<file path="src/rtl/decoder_scan_nx2n.sv">
// Registered SEL_W-to-2^SEL_W one-hot decoder with enable and dwell-timed auto-scan.
// Define DECODER_SCAN_BOUNCE_EN to make the scan run ping-pong instead of modulo-N upward.
module decoder_scan_nx2n #(
  parameter int SEL_W   = 2,
  parameter int DWELL_W = 4
) (
  input  logic                    clk,
  input  logic                    rst_n,
  input  logic                    en,
  input  logic                    mode,
  input  logic [SEL_W-1:0]        sel,
  input  logic [DWELL_W-1:0]      dwell,
  output logic [(1<<SEL_W)-1:0]   o,
  output logic [SEL_W-1:0]        idx,
  output logic                    wrap
);

  localparam int N = 1 << SEL_W;
  localparam logic [SEL_W-1:0] IDX_MAX = SEL_W'(N - 1);
  localparam logic [SEL_W-1:0] IDX_MIN = '0;

  typedef enum logic [1:0] {
    IDLE,
    DIRECT,
    SCAN_LOAD,
    SCAN
  } state_e;

  state_e               state_q, state_d;
  logic [SEL_W-1:0]     idx_q, idx_d;
  logic [N-1:0]         o_q, o_d;
  logic [DWELL_W-1:0]   cnt_q, cnt_d;
  logic                 wrap_q, wrap_d;
`ifdef DECODER_SCAN_BOUNCE_EN
  logic                 up_q, up_d;
`endif

  always_comb begin
    // NOTE: every variable gets a default first so no path leaves it unassigned (no latch).
    state_d = state_q;
    idx_d   = idx_q;
    cnt_d   = cnt_q;
    wrap_d  = 1'b0;
`ifdef DECODER_SCAN_BOUNCE_EN
    up_d    = up_q;
`endif

    if (!en) begin
      state_d = IDLE;
    end else begin
      case (state_q)
        // Entering either DIRECT or SCAN_LOAD decodes sel on this same edge.
        IDLE, DIRECT: begin
          idx_d   = sel;
          state_d = mode ? SCAN_LOAD : DIRECT;
        end
        SCAN_LOAD: begin
          idx_d   = sel;
          cnt_d   = dwell;
          state_d = SCAN;
`ifdef DECODER_SCAN_BOUNCE_EN
          up_d    = 1'b1;
`endif
        end
        SCAN: begin
          if (!mode) begin
            // A mode change outranks a simultaneous dwell expiry.
            idx_d   = sel;
            state_d = DIRECT;
          end else if (cnt_q != '0) begin
            cnt_d = cnt_q - 1'b1;
          end else begin
            cnt_d = dwell;
`ifdef DECODER_SCAN_BOUNCE_EN
            if (up_q) begin
              if (idx_q == IDX_MAX) begin
                idx_d  = idx_q - 1'b1;
                up_d   = 1'b0;
                wrap_d = 1'b1;
              end else begin
                idx_d  = idx_q + 1'b1;
              end
            end else begin
              if (idx_q == IDX_MIN) begin
                idx_d  = idx_q + 1'b1;
                up_d   = 1'b1;
                wrap_d = 1'b1;
              end else begin
                idx_d  = idx_q - 1'b1;
              end
            end
`else
            idx_d  = idx_q + 1'b1;
            wrap_d = (idx_q == IDX_MAX);
`endif
          end
        end
        default: state_d = IDLE;
      endcase
    end

    // o is derived from the next index, so it can only ever be zero or one-hot.
    o_d = '0;
    if (en) begin
      o_d[idx_d] = 1'b1;
    end
  end

  // NOTE: sequential state uses non-blocking assignments so all flops update together.
  always_ff @(posedge clk or negedge rst_n) begin
    if (!rst_n) begin
      state_q <= IDLE;
      idx_q   <= '0;
      o_q     <= '0;
      cnt_q   <= '0;
      wrap_q  <= 1'b0;
`ifdef DECODER_SCAN_BOUNCE_EN
      up_q    <= 1'b1;
`endif
    end else begin
      state_q <= state_d;
      idx_q   <= idx_d;
      o_q     <= o_d;
      cnt_q   <= cnt_d;
      wrap_q  <= wrap_d;
`ifdef DECODER_SCAN_BOUNCE_EN
      up_q    <= up_d;
`endif
    end
  end

  assign o    = o_q;
  assign idx  = idx_q;
  assign wrap = wrap_q;

endmodule

</file>
<file path="config.mk">
export PLATFORM = sky130hd
export DESIGN_NAME = decoder_scan_nx2n
export DESIGN_NICKNAME = d
export VERILOG_FILES = /design/src/rtl/decoder_scan_nx2n.sv
export SDC_FILE = /design/constraint.sdc
export NUM_CORES = 1
export LEC_CHECK = 0
export CAP_MARGIN = 10
export CORE_MARGIN = 1
export CORE_UTILIZATION = 30
export DETAILED_ROUTE_END_ITERATION = 8
export PLACE_DENSITY = 0.59
export SETUP_SLACK_MARGIN = 0.5
export SLEW_MARGIN = 20
export SYNTH_ARGS = -nofsm -noshare
export SYNTH_HDL_FRONTEND = slang
export SYNTH_SLANG_ARGS = --single-unit
</file>
<file path="constraint.sdc">
create_clock -name clk -period 1.6 [get_ports clk]
set_input_delay 0.24 -clock clk [delete_from_list [all_inputs] [get_ports clk]]
set_output_delay 0.24 -clock clk [all_outputs]
set_load 0.01 [all_outputs]
</file>
==> results.json <==
{
  "outcome": "complete, but fails checks",
  "violations": "setup timing",
  "htree_levels": 1,
  "dp.cells": 130,
  "grt_antenna_before_repair": 0,
  "area_delta_synth_final_pct": 71.1,
  "antenna_left": 0,
  "tightest_slew_ps": 357,
  "grt_pass1_wl_um": 3240,
  "grt_pass1_vias": 683,
  "worstSetupEndpointType": "flip-flop",
  "ys_top_cells_by_area": "dfrtp_1 46%, a21oi_1 5.0%, nor2_1 4.3%",
  "power_mw": 1.02,
  "clk_latency_ps": 290,
  "clock_power_share": 0.211,
  "grt_max_degree": 14,
  "synth_area_um2": 701,
  "stdcell_count": 148,
  "grtUsageTotal": 0.172,
  "synthDominantCellAreaShare": 0.464,
  "die_h_um": 50.3,
  "maxCapViolCount": 0,
  "globalRouteOverflowTotal": 0,
  "dpl.hpwl_um": 1200,
  "wl_per_cell_um": 13.4,
  "hold_class": "input pin to asynchronous set/reset pin",
  "cp.arrival_ps": 1850,
  "swShare": 0.329,
  "crit_type": "flip-flop to flip-flop",
  "cts_hold_buf": 0,
  "async_reset_ff_frac": 1.00,
  "cp-start-kind": "flip-flop",
  "coreArea_mm2": 0.00221,
  "routed-via-count": 714,
  "wl_um": 1980,
  "antenna_cells": 0,
  "cts-root-buf": "clkbuf_4",
  "synth_cells": 73,
  "clock_path_buffers": 2,
  "wl_met3_um": 57,
  "post-place-ws_ps": -136,
  "setup_viol": 7,
  "synth_fp_nets": 85,
  "seqPwrFrac": 0.413,
  "dr_wl_met2_um": 994,
  "p_per_area_mw_per_mm2": 850,
  "layout-drive-gt1-share": 0.492,
  "cts_sinks": 13,
  "synth.avg_cell_area_um2": 9.60,
  "initial_core_util": 0.317,
  "slew_headroom": 0.761,
  "routabilityCongestion": 0.806,
  "route.layer.met1.wl_um": 893,
  "io_buffers": 16,
  "yosysUniqueCellTypes": 27,
  "p_int_mw": 0.684,
  "worstPathRequired_ps": 1760,
  "period_share": 1.05,
  "avgViaCountPerCell": 4.82,
  "ys.flop_type": "dfrtp_1",
  "detail_route.first_pass.iterations": 4,
  "layout.nets": 133,
  "cts_buffers": 3,
  "max_freq_mhz": 594,
  "peakVddDrop_uv": 335,
  "top_layer": "met4",
  "rows": 17,
  "fillCellCount": 207,
  "dieArea_mm2": 0.00253,
  "hold_viol": 0,
  "period_needed_ps": 1680,
  "yosys-top-cells-count": "13 x dfrtp_1, 8 x nor2_1, 7 x a21oi_1, 7 x inv_1, 6 x nand2_1",
  "remaining_drc_errors": 0,
  "drt-initial-drc-count": 6,
  "synthMostInstantiatedCell": "dfrtp_1",
  "yosysWarnings": 0,
  "yosys.area.top_type": "dfrtp_1",
  "ys_ff_latch": 13,
  "dieWidth_um": 50.3,
  "crit_fanout": 4,
  "slew_violations": 0,
  "layout_setup_ws_ps": -84.7,
  "synth_edf_count": 0,
  "p_comb_frac": 0.376,
  "tritoncts": "built",
  "p_switching_mw": 0.336,
  "p_leak_nw": 0.557,
  "yosysSeqAreaShare": 0.464,
  "path_clk_slew_ps": 90,
  "clock_skew_ps": 7.01,
  "ios": 17,
  "rsz0062_at_grt": "true"
}
[final cells by class]
type | count | area [um^2] | area share
Multi-Input combinational cell | 52 | 405 | 0.338
Timing Repair Buffer | 44 | 378 | 0.315
Sequential cell | 13 | 327 | 0.272
Tap cell | 28 | 35.0 | 0.0292
Inverter | 7 | 26.3 | 0.0219
Clock buffer | 3 | 22.5 | 0.0188
Clock inverter | 1 | 5.00 | 0.00418
[power by group through the flow]
stage / clock network, mW / registers (mW) / logic (mW)
2_1_floorplan: 0 / 0.415 / 0.128
3_3_place_gp: 0 / 0.415 / 0.251
3_5_place_dp: 0 / 0.415 / 0.254
4_1_cts: 0.217 / 0.418 / 0.353
5_1_grt: 0.241 / 0.425 / 0.414
6_report: 0.215 / 0.420 / 0.384
[timing repair]
item	CTS	global route
setup buffers	13	1
resized for setup	45	6
endpoints found under the setup margin	18	13
pin swaps	7	4
[worst max-delay path: stages, from the launching register on]
cell	delay (ps)
dfrtp_1	410
inv_2	80
ha_4	130
or3b_4	400
a221oi_2	300
or3_4	200
a211oi_2	30
[placed cells by master (no fill, tap or decap), types with 2 or more instances in the layout]
cell type and instances:
dfrtp_1 12, or3_1 3, a31oi_1 2, clkdlybuf4s50_1 9, clkbuf_4 3, nor3_1 2
nor2_1 8, nand2_1 6, nand3_2 2, a211oi_2 2, inv_1 5, buf_4 20
a21oi_1 6, buf_2 5, inv_2 2, buf_6 10
[path summary, 6_finish.rpt]
| check | startpoint | endpoint | slack, ps | cells after the start |
|---|---|---|---|---|
| max in group asynchronous | rst_n | state_q[1] | 1190 | 2 |
| setup reg to reg | cnt_q[1] | o[3] | -80 | 6 |
| hold / removal | rst_n | cnt_q[0] | 240 | 2 |
| setup / recovery | cnt_q[1] | o[3] | -80 | 6 |
| hold reg to reg | state_q[1] | state_q[0] | 640 | 1 |
| min in group clk | dwell[0] | cnt_q[0] | 530 | 3 |
[stage by stage]
stage,cell area [um^2],hold WS [ps],util,TNS (ps)
after floorplan,703,-55.6,-,-29.4
after global placement,996,565,0.450,-574
after detailed placement,996,568,0.450,-630
after CTS,1160,257,0.525,-210
after global routing,1200,265,0.542,-608
final,1200,240,0.542,-393
[routing by layer]
layer / vias to the layer above / global-route usage
met1: 341 / 0.228
met5: - / 0
li1: 353 / -
met2: 16 / 0.271
met3: 4 / 0.0333
met4: 0 / 0.0741
[flip-flops by register name, indices dropped and copies added, names as in the netlist]
register  cells
cnt_q         4
o             4
idx           2
state_q       2
wrap          1
[kinds of logic after synthesis]
group | share of synthesized area
AND/OR/NAND/NOR | 0.223
AO/OA/AOI/OAI | 0.202
flip-flops | 0.464
buffers and inverters | 0.0482
adder cells (fa/ha/maj) | 0.0357
XOR/XNOR | 0.0125
multiplexers | 0.0143
No activity file was read; power rests on OpenSTA's default activity.
